$ cat src/rtl/uart_pkg.sv
// Shared UART definitions: receiver FSM states, frame geometry and line levels.
// The transmitter side of the link uses the same frame constants.
package uart_pkg;

  typedef enum logic [1:0] {
    IDLE,
    START,
    DATA,
    STOP
  } rx_state_t;

  // Number of data bits in an 8N1 frame.
  localparam int DATA_BITS = 8;

  // Bit index of the stop bit within a frame (0 = start, 1..8 = data).
  localparam int STOP_IDX = 9;

  // Line levels that make up a frame.
  localparam logic IDLE_LEVEL      = 1'b1;
  localparam logic START_BIT_LEVEL = 1'b0;
  localparam logic STOP_BIT_LEVEL  = 1'b1;

  // Two-out-of-three vote used to reject single-sample noise.
  function automatic logic majority3(input logic a, input logic b, input logic c);
    return (a & b) | (a & c) | (b & c);
  endfunction

endpackage

$ cat src/rtl/uart_sync.sv
// Two-flop synchronizer for an asynchronous single-bit input.
// The reset value is a parameter so an idle-high line does not look like a start bit.
module uart_sync #(
  parameter logic RESET_VALUE = 1'b0
) (
  input  logic i_clk,
  input  logic i_rst,
  input  logic i_async,
  output logic o_sync
);

  logic r_meta;
  logic r_sync;

  // Two back-to-back flops give the first one a full cycle to settle.
  always_ff @(posedge i_clk or posedge i_rst) begin
    if (i_rst) begin
      r_meta <= RESET_VALUE;
      r_sync <= RESET_VALUE;
    end else begin
      r_meta <= i_async;
      r_sync <= r_meta;
    end
  end

  assign o_sync = r_sync;

endmodule

$ cat src/rtl/uart_receiver.sv
// 8N1 UART receiver: oversampled line, 3-sample majority vote per bit,
// registered byte buffer with ready, framing-error and sticky overrun flags.
module uart_receiver
  import uart_pkg::*;
#(
  parameter int OVERSAMPLE = 16
) (
  input  logic       bclk,
  input  logic       rst,
  input  logic       rx_data,
  input  logic       rx_en,
  input  logic       rx_ack,
  output logic [7:0] RBR,
  output logic       rx_ready,
  output logic       rx_status,
  output logic       frame_err,
  output logic       overrun_err
);

  localparam int H     = OVERSAMPLE / 2;
  localparam int CNT_W = $clog2(OVERSAMPLE);

  localparam logic [CNT_W-1:0] SAMPLE_A = CNT_W'(H - 1);
  localparam logic [CNT_W-1:0] SAMPLE_B = CNT_W'(H);
  localparam logic [CNT_W-1:0] SAMPLE_C = CNT_W'(H + 1);
  localparam logic [CNT_W-1:0] OS_LAST  = CNT_W'(OVERSAMPLE - 1);

  rx_state_t r_state;
  rx_state_t w_nextState;

  logic                 w_rxs;
  logic [CNT_W-1:0]     r_osCnt;
  logic [3:0]           r_bitIdx;
  logic                 r_sampleA;
  logic                 r_sampleB;
  logic [DATA_BITS-1:0] r_shift;

  logic w_decide;
  logic w_wrap;
  logic w_vote;
  logic w_shiftEn;
  logic w_complete;
  logic w_load;
  logic w_overrun;

  uart_sync #(
    .RESET_VALUE(IDLE_LEVEL)
  ) u_sync (
    .i_clk  (bclk),
    .i_rst  (rst),
    .i_async(rx_data),
    .o_sync (w_rxs)
  );

  assign w_decide = (r_osCnt == SAMPLE_C);
  assign w_wrap   = (r_osCnt == OS_LAST);
  assign w_vote   = majority3(r_sampleA, r_sampleB, w_rxs);

  // FSM state register.
  always_ff @(posedge bclk or posedge rst) begin
    if (rst) begin
      r_state <= IDLE;
    end else begin
      r_state <= w_nextState;
    end
  end

  // Next-state logic; dropping rx_en always abandons the frame in progress.
  always_comb begin
    w_nextState = r_state;
    if (!rx_en) begin
      w_nextState = IDLE;
    end else begin
      case (r_state)
        IDLE: begin
          if (w_rxs == START_BIT_LEVEL) begin
            w_nextState = START;
          end
        end
        START: begin
          if (w_decide && w_vote) begin
            w_nextState = IDLE;
          end else if (w_wrap) begin
            w_nextState = DATA;
          end
        end
        DATA: begin
          if (w_wrap && (r_bitIdx == 4'(DATA_BITS))) begin
            w_nextState = STOP;
          end
        end
        STOP: begin
          if (w_decide) begin
            w_nextState = IDLE;
          end
        end
        default: w_nextState = IDLE;
      endcase
    end
  end

  // FSM outputs: when to shift a data bit and whether a finished byte fits.
  always_comb begin
    w_shiftEn  = 1'b0;
    w_complete = 1'b0;
    if (rx_en && w_decide) begin
      w_shiftEn  = (r_state == DATA);
      w_complete = (r_state == STOP) && (r_bitIdx == 4'(STOP_IDX));
    end
    w_load    = w_complete && (!rx_ready || rx_ack);
    w_overrun = w_complete && rx_ready && !rx_ack;
  end

  // Bit-position and bit-index counters; both sit at zero whenever the FSM is idle.
  always_ff @(posedge bclk or posedge rst) begin
    if (rst) begin
      r_osCnt  <= '0;
      r_bitIdx <= '0;
    end else if ((r_state == IDLE) || (w_nextState == IDLE)) begin
      r_osCnt  <= '0;
      r_bitIdx <= '0;
    end else if (w_wrap) begin
      r_osCnt  <= '0;
      r_bitIdx <= r_bitIdx + 4'd1;
    end else begin
      r_osCnt <= r_osCnt + CNT_W'(1);
    end
  end

  // Capture the two early vote samples; the third is the live line at the decision point.
  always_ff @(posedge bclk or posedge rst) begin
    if (rst) begin
      r_sampleA <= IDLE_LEVEL;
      r_sampleB <= IDLE_LEVEL;
    end else begin
      if (r_osCnt == SAMPLE_A) begin
        r_sampleA <= w_rxs;
      end
      if (r_osCnt == SAMPLE_B) begin
        r_sampleB <= w_rxs;
      end
    end
  end

  // Data bits arrive LSB first, so shifting in from the MSB side leaves the byte in order.
  always_ff @(posedge bclk or posedge rst) begin
    if (rst) begin
      r_shift <= '0;
    end else if (w_shiftEn) begin
      r_shift <= {w_vote, r_shift[DATA_BITS-1:1]};
    end
  end

  // Busy flag follows the next state so it changes on the same edge as the FSM.
  always_ff @(posedge bclk or posedge rst) begin
    if (rst) begin
      rx_status <= 1'b0;
    end else begin
      rx_status <= (w_nextState != IDLE);
    end
  end

  // Receive buffer and framing error only change when a byte is actually accepted.
  always_ff @(posedge bclk or posedge rst) begin
    if (rst) begin
      RBR       <= '0;
      frame_err <= 1'b0;
    end else if (w_load) begin
      RBR       <= r_shift;
      frame_err <= (w_vote != STOP_BIT_LEVEL);
    end
  end

  // Ready is set by an accepted byte and cleared by an acknowledge; a new byte wins.
  always_ff @(posedge bclk or posedge rst) begin
    if (rst) begin
      rx_ready <= 1'b0;
    end else if (w_load) begin
      rx_ready <= 1'b1;
    end else if (rx_ack) begin
      rx_ready <= 1'b0;
    end
  end

  // Overrun sticks until acknowledged; a byte arriving with the ack is not an overrun.
  always_ff @(posedge bclk or posedge rst) begin
    if (rst) begin
      overrun_err <= 1'b0;
    end else if (w_overrun) begin
      overrun_err <= 1'b1;
    end else if (rx_ack) begin
      overrun_err <= 1'b0;
    end
  end

endmodule

$ cat config.mk
export PLATFORM = sky130hd
export DESIGN_NAME = uart_receiver
export DESIGN_NICKNAME = d
export VERILOG_FILES = /design/src/rtl/uart_pkg.sv /design/src/rtl/uart_sync.sv /design/src/rtl/uart_receiver.sv
export SDC_FILE = /design/constraint.sdc
export NUM_CORES = 1
export LEC_CHECK = 0
export BUFFER_PORTS_ARGS = -buffer_cell sky130_fd_sc_hd__buf_4
export CORE_MARGIN = 2
export CORE_UTILIZATION = 37
export CTS_CLUSTER_SIZE = 24
export DETAILED_ROUTE_END_ITERATION = 8
export PLACE_DENSITY_LB_ADDON = 0.12
export RECOVER_POWER = 100
export SYNTH_ARGS = -nofsm -noshare
export SYNTH_HDL_FRONTEND = slang
export SYNTH_HIERARCHICAL = 1
export SYNTH_SLANG_ARGS = --single-unit
$ cat constraint.sdc
create_clock -name bclk -period 2.41 [get_ports bclk]
set_clock_uncertainty 0.05 [all_clocks]
set_input_delay 0.1205 -clock bclk [delete_from_list [all_inputs] [get_ports bclk]]
set_output_delay 0.1205 -clock bclk [all_outputs]
set_load 0.01 [all_outputs]
==> impl_results.md <==
* Status: completed
* CP startpoint: r_osCnt[1]
* WL final at approximately 2600 um
* Leakage at 0.828 nW
* Starting Density at 38.3%
* Hold Fails Final Rpt at 0
* Post-synth cell types at 37
* Worst R2R Start: r_osCnt[1]
* Die X at 68.3 um
* Register area at between 800 and 900 sq um
* Arr. time, crit path at between 2 and 2.5 ns
* Dominant synthesized flop cell: dfrtp_1
* Pin slew with the least headroom to its limit at 0.956 ns
* NumNets Final at approximately 160
* Worst-Skew Late Latency at approximately 0.28 ns
* Crit path cell chain: inv_1, ha_1, nand3b_1, nor3_1, clkbuf_1, mux2_2
* Routability-driven placement congestion ratio at ~0.72
* First-pass GRT wire length at approximately 4300 um
* Main combinational cell family by area after synthesis: simple AND/OR/NAND/NOR gates
* Sink Count at 34
* DR vias at just under 1000
* FFs w/ async S/R, synth at 100%
* Core area at 4000 sq um
* Initial antenna violation count at 0
* Post-Synthesis Cell Area at roughly 1500 sq um
* DP Worst Slack at roughly 0.54 ns
* Worst hold path class: in -> reg
* Drt first-iter violations at 39
* DP Wirelength at 1930 um
* Setup TNS at 0 ns
* Vias in the first global route at a little over 900
* GR peak layer: met2
* Antenna cells at 0
* Met3 usage in global routing at approximately 4.9%
* Worst VDD drop at around 420 uV
* Post-CTS resize count at 0
* Largest net degree at the start of global routing at 19
* Seq/Total Area, Yosys at around 56%
* Max Freq at 512 MHz
* Maxcap violations at 0
* FF+latch count, synth at 34
* Crit path kind: reg -> reg
* DRT antenna net count at 0
* Drt via density at around 5
* Worst-path fanout max at 8
* Global Route Usage Sum at around an eighth
* Final worst-path cycle share at between 80% and 90%
* Synth Area in Adders at 5.56%
* Setup Viol. Count Final at 0
* Worst rel slew slack at 36.3%
* Min Tclk post-route at around 2 ns
* Row count at 23
* Final worst slack at 0.457 ns
* CTS tree: done
* Multi-input gate area at 589 sq um
* GR Util met1 at between 15 and 20%
* Longest Clk Path Bufs at 2
* CP Capture Type: register
* DRC Markers at 0
* Compound-Gate Fraction of Synth Area at 6.05%
* Number of synthesized flops with an enable pin at 0
* RSZ-0062 raised after global routing: no
* TritonCTS Buffers at 5
* # H-tree levels at 2
* Congestion Overflow GR at 0
* I/O Buffers at 16
* Post-Syn Area per Cell at approximately 13 sq um
* Critical Path End: r_shift[0]
* Post-Synth XOR/XNOR Area at between 2 and 2.5%
* Filler cells at ~380
* Clk root buf: clkbuf_8
* Critical Path Start Type: register
* Synthesis warning total at 6
* Reg-to-Reg End: r_shift[0]
* Share of synthesized area spent on multiplexers at between 10% and 20%
* Mapped Cells at between 100 and 150
* CP peak stage delay at 0.39 ns
* Layout area overhead at 16.4%
* Met2 Resource Use GR at approximately 19%
* Drt wl/cell at about 13 um
* Die area at between 4000 and 5000 sq um
* Clock slew at reported path FFs at ~0.070 ns
* Layout cells sized above 1 at between 20% and 30%
* I/O pins at 17
* Setup slack, reg-to-reg at 0.46 ns
* Simple-gate share of the synthesized area at a little over an eighth
* Die height at 68.3 um
* First-pass DRT Iterations at 4
* Slowest cell on the critical path: dfrtp_1
* Synth Net Count at between 100 and 150
* Power density over the cells at 647 nW/um^2
* CP required at between 2 and 3 ns
* R2r worst-path depth at 6
* Slew Limit Fails at 0
==> metrics by stage <==
stage / hold slack (ns) / power, mW / instance area (sq um) / util, % / instances
floorplan: -0.0180 / 0.613 / 1530 / - / 120
global placement: 0.110 / 0.627 / 1720 / 43.1 / 187
detailed placement: 0.117 / 0.628 / 1720 / 43.1 / 187
CTS: 0.0713 / 1.17 / 1870 / 46.7 / 198
global route: 0.0728 / 1.20 / 1780 / 44.5 / 198
finish: 0.0840 / 1.15 / 1780 / 44.5 / 198
==> placed cells by master, fill, tap and decap left out, drive strengths merged, types with 2 or more instances in the layout <==
cell and count:
dlygate4sd3 3, dfrtp 30, inv 10, nor2b 2, mux2 18, clkbuf 23, xnor2 2, nand2 3
xor2 2, nor3 2, a21oi 5, buf 3, dfstp 4, nand3b 2, ha 6, nor2 12
==> what timing repair did <==
item                                   CTS  global route
hold buffers                             3             0
endpoints found under the hold margin   16             0
setup buffers                            0             0
==> flip-flops by register name (all words and copies together), names as in the netlist, 2 cells and up <==
name,count
RBR,8
r_bitIdx,4
r_osCnt,4
r_shift,8
r_state,2
==> critical path, delay by kind of cell (launching register included) <==
kind                     cells  cell delay [ns]
buffers and inverters        2             0.49
flip-flops                   1             0.39
multiplexers                 1             0.39
AND/OR/NAND/NOR              2             0.35
adder cells (fa/ha/maj)      1             0.17
==> per-layer routing <==
metal	part of all wire [%]	vias up	routed length, um
met5	0	-	0
met2	45	16	1180
met1	50	480	1310
met3	3.8	5	100
li1	-	467	-
met4	1.4	0	36
==> how the worst min path moves through the flow <==
stage / from / to / slack [ns] / depth (start not counted)
finish: rx_en / r_state[1] / 0.08 / 3
global route: rx_en / r_state[1] / 0.07 / 3
floorplan: rst / u_sync/o_sync / -0.02 / 1
detailed placement: rst / u_sync/r_meta / 0.12 / 2
global placement: rst / u_sync/r_meta / 0.11 / 2
CTS: rx_en / r_state[1] / 0.07 / 3
==> Yosys cell counts (all sizes together), types with 2 or more instances <==
cell type	n	area [sq um]
inv	10	37.5
nand3b	2	27.5
nor2b	2	12.5
nor2	12	45.0
xnor2	2	17.5
dfrtp	30	751
dfstp	4	105
nand2	3	11.3
nor3	2	15.0
xor2	2	17.5
mux2	18	203
ha	6	75.1
a21oi	5	25.0
buf	2	12.5
==> cells by family (layout without fill, tap and decap cells) <==
family | count (synthesis) | in the layout
flip-flops | 34 | 34
adder cells (fa/ha/maj) | 7 | 7
multiplexers | 18 | 18
AND/OR/NAND/NOR | 31 | 31
AO/OA/AOI/OAI | 14 | 14
buffers and inverters | 12 | 40
XOR/XNOR | 4 | 4
==> where the power goes <==
part,switching (mW),internal [mW]
Clock,0.198,0.337
Combinational,0.0214,0.0129
Sequential,0.00583,0.578
==> cell type report <==
class / instances / share of cell area, %
clock buffers: 7 / 4.85
clock inverters: 1 / 1.69
inverters: 10 / 2.11
multi-input cells: 74 / 33.1
flip-flops and latches: 34 / 48.0
well taps: 50 / 3.51
repair buffers: 22 / 6.74
(Power assumes the default switching activity.)
